### src/rtl/hsi_byte_coder_pkg.sv
// Shared HSI byte-coder definitions: FSM states, start bit, default timing and frame length.
// Parity support is selected by HSI_CODER_PARITY_EN.
package hsi_byte_coder_pkg;

   typedef enum logic [2:0] {
      CODER_ST_IDLE,
      CODER_ST_START,
      CODER_ST_DATA,
`ifdef HSI_CODER_PARITY_EN
      CODER_ST_PAR,
`endif
      CODER_ST_STOP
   } coder_state_t;

   localparam logic CODER_START_BIT = 1'b1;
   localparam int unsigned CODER_HALF_BIT_TICKS_DEF = 4;

`ifdef HSI_CODER_PARITY_EN
   localparam int unsigned CODER_PAR_BITS = 1;
`else
   localparam int unsigned CODER_PAR_BITS = 0;
`endif

   localparam int unsigned CODER_FRAME_BITS = 1 + 8 + CODER_PAR_BITS + 1;
   // Producers size their timeouts from this frame length at default timing.
   localparam int unsigned CODER_FRAME_CLKS = CODER_FRAME_BITS * 2 * CODER_HALF_BIT_TICKS_DEF;

   function automatic logic odd_parity(input logic [7:0] b);
      return ~^b;
   endfunction

endpackage

### src/rtl/hsi_byte_coder_halfbit_tick.sv
// Half-bit timer for the HSI byte coder: counter wrapping at HALF_BIT_TICKS plus phase flag.
// Held cleared while run is low.
module hsi_halfbit_tick
   import hsi_byte_coder_pkg::*;
#(
   parameter int unsigned HALF_BIT_TICKS = CODER_HALF_BIT_TICKS_DEF
) (
   input  logic clk,
   input  logic n_rst,
   input  logic run,
   output logic tick,
   output logic second_half
);

   localparam logic [7:0] LAST = 8'(HALF_BIT_TICKS - 1);

   logic [7:0] cnt;

   always_ff @(posedge clk or negedge n_rst) begin
      if (!n_rst) begin
         cnt         <= '0;
         second_half <= 1'b0;
      end else if (!run) begin
         cnt         <= '0;
         second_half <= 1'b0;
      end else if (cnt == LAST) begin
         cnt         <= '0;
         second_half <= ~second_half;
      end else begin
         cnt <= cnt + 8'd1;
      end
   end

   assign tick = run && (cnt == LAST);

endmodule

### src/rtl/hsi_byte_coder.sv
// HSI byte coder: frames one byte (start, 8 data MSB first, optional odd parity, stop gap)
// and drives it Manchester-encoded. Parity is compiled in with HSI_CODER_PARITY_EN.
module hsi_byte_coder
   import hsi_byte_coder_pkg::*;
#(
   parameter int unsigned HALF_BIT_TICKS = CODER_HALF_BIT_TICKS_DEF
) (
   input  logic       clk,
   input  logic       n_rst,
   input  logic       tx_en,
   input  logic [7:0] d,
   input  logic       d_rdy,
   output logic       cd_busy,
   output logic       sdo,
   output logic       sdo_oe,
   output logic       frame_done
);

   coder_state_t state;
   logic [7:0]   d_lat;
   logic [2:0]   bit_idx;
   logic         run;
   logic         tick;
   logic         second_half;
   logic         cur_bit;
`ifdef HSI_CODER_PARITY_EN
   logic         par_bit;
`endif

   assign run = (state != CODER_ST_IDLE);

   hsi_halfbit_tick #(
      .HALF_BIT_TICKS(HALF_BIT_TICKS)
   ) u_halfbit_tick (
      .clk         (clk),
      .n_rst       (n_rst),
      .run         (run),
      .tick        (tick),
      .second_half (second_half)
   );

   always_comb begin
      cur_bit = 1'b0;
      case (state)
         CODER_ST_START: cur_bit = CODER_START_BIT;
         CODER_ST_DATA:  cur_bit = d_lat[bit_idx];
`ifdef HSI_CODER_PARITY_EN
         CODER_ST_PAR:   cur_bit = par_bit;
`endif
         default:        cur_bit = 1'b0;
      endcase
   end

   // sdo is loaded one edge ahead: the first-half level of the next bit is set on the
   // edge that ends the current bit, so every output stays a plain register.
   always_ff @(posedge clk or negedge n_rst) begin
      if (!n_rst) begin
         state      <= CODER_ST_IDLE;
         d_lat      <= '0;
         bit_idx    <= '0;
         cd_busy    <= 1'b0;
         sdo        <= 1'b0;
         sdo_oe     <= 1'b0;
         frame_done <= 1'b0;
`ifdef HSI_CODER_PARITY_EN
         par_bit    <= 1'b0;
`endif
      end else begin
         frame_done <= 1'b0;
         case (state)
            CODER_ST_IDLE: begin
               if (tx_en && d_rdy) begin
                  d_lat   <= d;
`ifdef HSI_CODER_PARITY_EN
                  par_bit <= odd_parity(d);
`endif
                  state   <= CODER_ST_START;
                  cd_busy <= 1'b1;
                  sdo_oe  <= 1'b1;
                  sdo     <= CODER_START_BIT;
               end
            end
            CODER_ST_STOP: begin
               if (tick && second_half) begin
                  state      <= CODER_ST_IDLE;
                  cd_busy    <= 1'b0;
                  frame_done <= 1'b1;
               end
            end
            default: begin
               if (tick) begin
                  if (!second_half) begin
                     sdo <= ~cur_bit;
                  end else begin
                     case (state)
                        CODER_ST_START: begin
                           state   <= CODER_ST_DATA;
                           bit_idx <= 3'd7;
                           sdo     <= d_lat[7];
                        end
                        CODER_ST_DATA: begin
                           if (bit_idx != 3'd0) begin
                              bit_idx <= bit_idx - 3'd1;
                              sdo     <= d_lat[bit_idx - 3'd1];
                           end else begin
`ifdef HSI_CODER_PARITY_EN
                              state <= CODER_ST_PAR;
                              sdo   <= par_bit;
`else
                              state  <= CODER_ST_STOP;
                              sdo    <= 1'b0;
                              sdo_oe <= 1'b0;
`endif
                           end
                        end
`ifdef HSI_CODER_PARITY_EN
                        CODER_ST_PAR: begin
                           state  <= CODER_ST_STOP;
                           sdo    <= 1'b0;
                           sdo_oe <= 1'b0;
                        end
`endif
                        default: ;
                     endcase
                  end
               end
            end
         endcase
      end
   end

endmodule

### config.mk
export PLATFORM = sky130hd
export DESIGN_NAME = hsi_byte_coder
export DESIGN_NICKNAME = d
export VERILOG_FILES = /design/src/rtl/hsi_byte_coder_pkg.sv /design/src/rtl/hsi_byte_coder_halfbit_tick.sv /design/src/rtl/hsi_byte_coder.sv
export SDC_FILE = /design/constraint.sdc
export NUM_CORES = 1
export LEC_CHECK = 0
export ABC_AREA = 1
export BUFFER_PORTS_ARGS = -buffer_cell sky130_fd_sc_hd__buf_2
export CAP_MARGIN = 20
export CELL_PAD_IN_SITES_DETAIL_PLACEMENT = 0
export CELL_PAD_IN_SITES_GLOBAL_PLACEMENT = 1
export CORE_ASPECT_RATIO = 1.5
export CORE_MARGIN = 8
export CORE_UTILIZATION = 45
export DETAILED_ROUTE_END_ITERATION = 8
export PLACE_DENSITY = 0.85
export SKIP_LAST_GASP = 1
export SLEW_MARGIN = 20
export SYNTH_ARGS = -nofsm -noshare
export SYNTH_HDL_FRONTEND = slang
export SYNTH_SLANG_ARGS = --single-unit
export TNS_END_PERCENT = 5
### constraint.sdc
create_clock -name clk -period 3.2 [get_ports clk]
set_clock_uncertainty 0.05 [all_clocks]
set_input_delay 0.96 -clock clk [delete_from_list [all_inputs] [get_ports clk]]
set_output_delay 0.96 -clock clk [all_outputs]
set_load 0.05 [all_outputs]
==> impl_metrics.tcl, run 1 <==
set metrics [dict create \
    drtIter0Drc 44 \
    nets 226 \
    port_buffers 15 \
    drive_gt1_share_pct 16.1 \
    dp_hpwl_um 2220 \
    clk_pin_slew_worst_paths_ns 0.09 \
    finalHoldViolCount 0 \
    diodes 0 \
    dieWidth_um 62.6 \
    routed_via_density 5.00 \
    drc 0 \
    cts_tree "built" \
    root_buffer "clkbuf_8" \
    period_share_pct 62.0 \
    antenna_found_initial 0 \
    finalSetupViolations 0 \
    start_kind "register" \
    wirelength_um 2820 \
    grt_max_degree 27 \
    synth_area_per_cell_sq_um 7.79 \
    ys_ff_latch 26 \
    pin_count 16 \
    slew_headroom_pct 58.5 \
    cts_buffer_depth 2 \
    grt_pass1_wl_um 5090 \
    yosys_warnings 0 \
    hold_class "register to register" \
    dp_cells 241 \
    cp-end-kind "register" \
    crit_fanout 15 \
    clkSinkCount 26 \
    period_needed_ns 1.98 \
    cts.repair.resized 0 \
    tightest_slew_ns 0.622 \
    vias 1226 \
    synth_seq_area_share_pct 44.4 \
    hold_buffers 0 \
    clkLatencyLatePin_ns 0.27 \
    finalSetupTns_ns 0 \
    syn_inst 188 \
    maxCapViolations 0 \
    postRouteAntennaNets 0 \
    rsz0062_at_grt "false" \
    gp_congestion 0.875 \
    gr-usage-all-layers_pct 11.4 \
    rows 25 \
    syn2layout_area_growth_pct 12.3 \
    finalPower_w 0.00150 \
    first_pass_iters 4 \
    tritoncts.num_buffers 3 \
    power_density_nw_per_um2 912 \
    slew_violations 0 \
    stdcell_count 245 \
    fillers 319 \
    ir_worst_vdd_v 0.000501 \
    syn_area_sq_um 1460 \
    worstPathArrival_ns 2.14 \
    post_cts_buffers 0 \
    leakagePower_nw 0.829 \
    cts_htree_levels 1 \
    die-area_sq_um 5370 \
    ys_types 22 \
    syn-num-nets 208 \
    fmax_mhz 504 \
    wire_per_inst_um 11.5 \
    coreArea_sq_um 3130 \
    overflow 0 \
    status "completed" \
    worstSetupPathType "register to register" \
    initial_core_util_pct 46.8 \
    critical_path_required_ns 3.35 \
    grt_pass1_vias 1206 \
    die_h_um 85.9 \
]
cells in the final DEF (no fill, tap or decap):
cell       instances
o21ai_1            1
clkbuf_8           3
o211ai_1           3
nand4_2            1
inv_2              3
nand3_1           18
nor3b_1            1
o211ai_2           1
o21ai_0           16
bufinv_16          1
nor2_1            13
ha_1               8
nor3_1             3
xnor2_1            1
inv_1             29
nor3_2             1
buf_2             15
dfrtp_1           26
o21ai_2            1
a21oi_1           10
nor2_2             4
nand2_2            3
nand2_1           43
power by group:
group          internal, W  leakage, nW  switching (W)
clock network     0.000167       0.0357       0.000103
registers         0.000436        0.328      0.0000891
logic             0.000239        0.466       0.000465
total             0.000843        0.829       0.000657
worst max-delay path: stages, from the launching register on:
cell and delay (ns):
dfrtp_1 0.61, inv_1 0.21, ha_1 0.40, inv_1 0.12, o211ai_1 0.10, nand3_1 0.11
nand3_1 0.07, nand2_1 0.06, nand2_1 0.06, a21oi_1 0.12
metrics by stage:
| stage | cell area [sq um] | utilization, % | setup slack (ns) | hold slack (ns) |
|---|---|---|---|---|
| after floorplan | 1460 | - | 1.54 | 0.383 |
| after global placement | 1570 | 50.3 | 1.14 | 0.397 |
| after detailed placement | 1570 | 50.3 | 1.11 | 0.410 |
| after CTS | 1640 | 52.6 | 1.22 | 0.423 |
| after global routing | 1640 | 52.6 | 0.976 | 0.442 |
| final | 1640 | 52.6 | 1.22 | 0.417 |
flip-flops by register name, indices dropped and copies added, names as in the netlist:
signal / count
state: 2
frame_done: 1
u_halfbit_tick.cnt: 8
bit_idx: 3
sdo_oe: 1
d_lat: 8
sdo: 1
u_halfbit_tick.second_half: 1
cd_busy: 1
cell usage after synthesis:
cell type / n / area, sq um
nor2_1: 13 / 48.8
nand3_1: 18 / 90.1
nand4_2: 1 / 12.5
nor3b_1: 1 / 7.51
o21ai_2: 1 / 8.76
xnor2_1: 1 / 8.76
nor3_2: 1 / 10.0
dfrtp_1: 26 / 651
inv_2: 3 / 11.3
inv_1: 29 / 109
a21oi_1: 10 / 50.1
o21ai_1: 1 / 5.00
buf_6: 1 / 11.3
nor2_2: 4 / 25.0
nand2_1: 43 / 161
o211ai_1: 3 / 22.5
nand2_2: 3 / 18.8
buf_2: 1 / 5.00
o21ai_0: 16 / 80.1
o211ai_2: 1 / 12.5
nor3_1: 3 / 15.0
ha_1: 8 / 100
area by class of cell:
cell class / instances / area, sq um / area share [%]
clock inverters: 1 / 30.0 / 1.83
repair buffers: 15 / 75.1 / 4.57
well taps: 40 / 50.0 / 3.04
multi-input cells: 128 / 677 / 41.2
flip-flops and latches: 26 / 651 / 39.6
inverters: 32 / 120 / 7.31
clock buffers: 3 / 41.3 / 2.51
logic make-up after synthesis:
kind of cell	share of synthesized area, %
and+or+nand+nor	26.6
buffers and inverters	9.32
AOI/OAI and AO/OA	12.2
DFF	44.4
adders and majority gates	6.84
xor gates and xnor gates	0.598
routing by layer:
layer  global-route usage (%)  wire length, um  vias up
li1                         -                -      631
met3                     2.09               97        7
met2                     20.9             1450       21
met4                     5.21               62        0
met1                     12.5             1210      567
met5                        0                0        -
path summary, 6_finish.rpt:
kind	startpoint	end	slack, ns	cells after the start
min in group asynchronous	n_rst	d_lat[0]	0.61	1
worst min-delay path	u_halfbit_tick.cnt[0]	u_halfbit_tick.cnt[0]	0.42	1
worst max register to register	bit_idx[0]	sdo	1.22	9
max in group asynchronous	n_rst	d_lat[5]	2.11	1
worst min register to register	u_halfbit_tick.cnt[0]	u_halfbit_tick.cnt[0]	0.42	1
worst max-delay path	bit_idx[0]	sdo	1.22	9
No activity file was read; power rests on OpenSTA's default activity.
==> run 2: changes to the inputs <==
Settings changed: CORE_UTILIZATION 45 to 38, PLACE_DENSITY 0.85 to 0.77.
Clock period 3.2 ns to 1.7 ns, I/O delays scaled along.
==> run 2 against run 1 <==
Fmax increased by 26%. Clock power rose by 94%. Combinational power rose by 110%. Core utilization down 6.0 points. Sequential power grew 81%. Non-clock buffer count up 7. Setup slack got worse by 1.1 ns. Critical endpoint is now state[1]. Highest routed layer unchanged.
==> impl_metrics.tcl, run 2 (same netlist as run 1, synthesis figures left out) <==
set metrics [dict create \
    worstPathArrival_ns 1.69 \
    routed_via_density 4.93 \
    ir_worst_vdd_v 0.00106 \
    hold_class "input port to asynchronous set/reset pin" \
    hold_buffers 0 \
    worstSetupPathType "register to register" \
    regArea_sq_um 651 \
    fmax_mhz 637 \
    drive_gt1_share_pct 19.8 \
    vias 1257 \
    grt_pass1_vias 1311 \
    antenna_found_initial 0 \
    initial_core_util_pct 39.8 \
    nets 233 \
    setup_slack_ns 0.130 \
    postRouteAntennaNets 0 \
    diodes 0 \
    gp_congestion 0.898 \
    cp-end-kind "register" \
    dieWidth_um 66.7 \
    slew_violations 0 \
    critical_path_required_ns 1.82 \
    largestRegisters "d_lat (8), u_halfbit_tick.cnt (8), bit_idx (3)" \
    syn2layout_area_growth_pct 17.2 \
    cts_buffer_depth 2 \
    wire_per_inst_um 12.3 \
    finalHoldViolCount 0 \
    finalSetupTns_ns 0 \
    holdWs_ns 0.181 \
    finalSetupViolations 0 \
    pin_count 16 \
    multiInputGateArea_sq_um 692 \
    r2r_start "state[0]" \
    slew_headroom_pct 60.2 \
    drc 0 \
    ff2ff_path_depth 8 \
    tritoncts.num_buffers 3 \
    clkLatencyLatePin_ns 0.27 \
    power_density_nw_per_um2 1730 \
    r2r-end "state[1]" \
    netSwitchingFraction_pct 43.2 \
    power.share.clock_pct 17.6 \
    dp_hpwl_um 2400 \
    finalPower_w 0.00296 \
    period_needed_ns 1.57 \
    cts_htree_levels 1 \
    grt_max_degree 27 \
    gr-usage-all-layers_pct 10.9 \
    post-place-ws_ns 0.103 \
    crit_fanout 5 \
    p_int_w 0.00168 \
    maxCapViolations 0 \
    stdcell_area_sq_um 1720 \
    port_buffers 15 \
    first_pass_iters 4 \
    rows 27 \
    leakagePower_nw 0.866 \
    p_sw_w 0.00128 \
    start_kind "register" \
    clkSinkCount 26 \
    rsz0062_at_grt "false" \
    root_buffer "clkbuf_8" \
    fillers 369 \
    tightest_slew_ns 0.598 \
    power_frac_comb_pct 50.2 \
    final_common_cell "nand2_1" \
    grt_pass1_wl_um 5480 \
    cts_tree "built" \
    period_share_pct 92.4 \
    status "completed" \
    clk_pin_slew_worst_paths_ns 0.09 \
    overflow 0 \
    r2r_slack_ns 0.13 \
    wirelength_um 3140 \
    die_h_um 92.0 \
    die-area_sq_um 6140 \
    power_frac_seq_pct 32.1 \
    most-common-layout-cells "nand2_1 (43), inv_1 (29), dfrtp_1 (26), nand3_1 (18), o21ai_0 (16)" \
    place_area_sq_um 1610 \
    drtIter0Drc 33 \
    coreArea_sq_um 3680 \
]
## run 2: changes by cell type in the layout (fill, tap and decap cells not counted)
cell,before,now
buf_4,0,7
ha_1,8,7
ha_4,0,1
nor2_1,13,12
nor2_2,4,5
## run 2: cell type report
cell class              count  area share, %
clock buffers               3           2.41
clock inverters             1           1.75
inverters                  32           7.00
multi-input cells         128           40.3
flip-flops and latches     26           37.9
well taps                  43           3.14
repair buffers             22           7.44
## run 2: per-stage QoR
step / cells / utilization (%)
finish: 255 / 46.6
global route: 255 / 46.6
global placement: 248 / 43.6
detailed placement: 248 / 43.6
floorplan: 188 / -
CTS: 252 / 45.6
## run 2: layer usage
metal,GRT usage (%),wire length [um]
met1,12.2,1340
met2,18.9,1600
met3,2.44,136
met4,4.83,63
met5,0,0
## run 2: critical path, stage by stage, from the launching register on
cell	delay (ns)
dfrtp_1	0.43
inv_1	0.11
ha_1	0.26
nand2_1	0.13
nor2_2	0.06
nor3_2	0.23
nand2_2	0.09
nand2_1	0.06
nand2_1	0.04
## run 2: worst max path at each step
stage | startpoint | end | slack (ns) | cells past startpoint
after floorplan | bit_idx[0] | sdo | 0.22 | 9
after global placement | state[0] | state[0] | 0.16 | 8
after detailed placement | state[0] | state[1] | 0.10 | 8
after CTS | state[0] | state[1] | 0.08 | 8
after global routing | state[0] | sdo | 0.02 | 10
final | state[0] | state[1] | 0.13 | 8
## run 2: repair_timing
| item | 4_1_cts | 5_1_grt |
|---|---|---|
| endpoints found under the setup margin | 0 | 5 |
| setup buffers | 0 | 3 |
| endpoints found under the hold margin | 0 | 0 |
| resized for setup | 0 | 2 |
## run 2: power by group through the flow
stage / Sequential, W / Clock [W] / Combinational, W
2_1_floorplan: 0.00103 / 0 / 0.00101
3_3_place_gp: 0.000961 / 0 / 0.00137
3_5_place_dp: 0.000971 / 0 / 0.00140
4_1_cts: 0.000960 / 0.000536 / 0.00140
5_1_grt: 0.000977 / 0.000559 / 0.00170
6_report: 0.000952 / 0.000523 / 0.00149
==> run 3: changes to the inputs <==
Settings changed: BUFFER_PORTS_ARGS -buffer_cell sky130_fd_sc_hd__buf_2 to default, CORE_UTILIZATION 38 to 41, DONT_BUFFER_PORTS from default to 1, PLACE_DENSITY 0.77 to 0.76.
==> run 3 against run 2 <==
Routed wire length increased by 4.0%. Flip-flop and latch count unchanged. Via count is 6.0% lower. First-iteration DRC count rose by 15%. Final cell count down 6.3%. Power shrank 7.2%. Hold slack got worse by 0.18 ns. Design area is 5.9% lower. Core utilization grew 0.67 points. Non-clock buffer count shrank 14. Critical endpoint unchanged. Largest power group unchanged.
==> impl_metrics.tcl, run 3 (same netlist as run 1, synthesis figures left out) <==
set metrics [dict create \
    stdcell_area_sq_um 1610 \
    power_density_nw_per_um2 1700 \
    die-area_sq_um 5780 \
    cp-end-kind "register" \
    coreArea_sq_um 3420 \
    rsz0062_at_grt "false" \
    regArea_sq_um 651 \
    overflow 0 \
    cts_buffer_depth 2 \
    clk_pin_slew_worst_paths_ns 0.08 \
    hold_class "input port to asynchronous set/reset pin" \
    place_area_sq_um 1530 \
    slew_violations 0 \
    grt_pass1_vias 1190 \
    wire_per_inst_um 13.7 \
    postRouteAntennaNets 0 \
    tightest_slew_ns 0.515 \
    fmax_mhz 652 \
    die_h_um 89.2 \
    port_buffers 0 \
    first_pass_iters 4 \
    vias 1182 \
    leakagePower_nw 0.805 \
    gr-usage-all-layers_pct 12.2 \
    start_kind "register" \
    final_common_cell "nand2_1" \
    slew_headroom_pct 65.7 \
    routed_via_density 4.95 \
    antenna_found_initial 0 \
    nets 219 \
    worstSetupPathType "register to register" \
    cts_htree_levels 1 \
    p_sw_w 0.00125 \
    grt_pass1_wl_um 5410 \
    finalSetupTns_ns 0 \
    power_frac_seq_pct 38.0 \
    multiInputGateArea_sq_um 677 \
    finalHoldViolCount 0 \
    dieWidth_um 64.8 \
    clkLatencyLatePin_ns 0.26 \
    period_needed_ns 1.53 \
    diodes 0 \
    pin_count 16 \
    most-common-layout-cells "nand2_1 (43), inv_1 (28), dfrtp_1 (26), nand3_1 (18), o21ai_0 (16)" \
    power_frac_comb_pct 49.7 \
    drtIter0Drc 38 \
    maxCapViolations 0 \
    worstPathArrival_ns 1.65 \
    finalSetupViolations 0 \
    grt_max_degree 27 \
    crit_fanout 4 \
    dp_hpwl_um 2550 \
    period_share_pct 90.2 \
    largestRegisters "d_lat (8), u_halfbit_tick.cnt (8), bit_idx (3)" \
    drc 0 \
    gp_congestion 0.902 \
    cts_tree "built" \
    tritoncts.num_buffers 3 \
    p_int_w 0.00150 \
    drive_gt1_share_pct 13.2 \
    critical_path_required_ns 1.81 \
    wirelength_um 3270 \
    power.share.clock_pct 12.3 \
    clkSinkCount 26 \
    r2r_slack_ns 0.17 \
    rows 26 \
    holdWs_ns 0.00322 \
    fillers 348 \
    status "completed" \
    ir_worst_vdd_v 0.000835 \
    netSwitchingFraction_pct 45.6 \
    syn2layout_area_growth_pct 10.3 \
    root_buffer "clkbuf_8" \
    initial_core_util_pct 42.9 \
]
[run 3: power groups by stage]
stage	Clock [W]	Combinational, W	Sequential (W)
floorplan	0	0.00101	0.00103
global placement	0	0.00126	0.00106
detailed placement	0	0.00130	0.00107
CTS	0.000354	0.00132	0.00106
global route	0.000377	0.00156	0.00107
finish	0.000339	0.00137	0.00105
[run 3: path summary, 6_finish.rpt]
kind,startpoint,end,cells after the start
worst max-delay path,state[0],state[1],8
worst min-delay path,n_rst,u_halfbit_tick.cnt[5],1
worst max register to register,state[0],state[1],8
worst min register to register,u_halfbit_tick.cnt[0],u_halfbit_tick.cnt[0],1
max in group asynchronous,n_rst,d_lat[1],1
min in group clk,d[1],d_lat[1],2
[run 3: critical path, stage by stage (launching register included)]
cell and delay [ns]:
dfrtp_1 0.39, inv_1 0.07, ha_1 0.31, inv_1 0.08
nor2_1 0.07, nor3_2 0.27, nand2_2 0.09, nand2_1 0.06
nand2_1 0.04
[run 3: what timing repair did]
action                                  in CTS  in global routing
setup buffers                                0                  3
endpoints found under the hold margin       26                  0
endpoints found under the setup margin       0                  2
resized for setup                            0                  1
hold buffers                                 1                  0
[run 3: per-stage QoR]
| stage | util (%) | total power (W) | instances | worst slack, ns |
|---|---|---|---|---|
| after CTS | 46.6 | 0.00273 | 236 | 0.105 |
| after floorplan | - | 0.00204 | 188 | 0.223 |
| final | 47.3 | 0.00275 | 239 | 0.166 |
| after global routing | 47.3 | 0.00301 | 239 | 0.0300 |
| after global placement | 44.8 | 0.00232 | 232 | 0.176 |
| after detailed placement | 44.8 | 0.00236 | 232 | 0.128 |
[run 3: layer usage]
metal  vias to the layer above  track usage, %  routed length, um
met2                        16            23.0               1800
met5                         -               0                  0
met1                       541            12.4               1320
met3                         6            1.76                 78
li1                        619               -                  -
met4                         0            6.57                 67
[run 3: final cells by class]
type / instances / share of cell area (%)
repair buffers: 8 / 4.50
flip-flops and latches: 26 / 40.3
inverters: 32 / 7.44
clock buffers: 3 / 2.56
well taps: 42 / 3.26
multi-input cells: 128 / 41.9
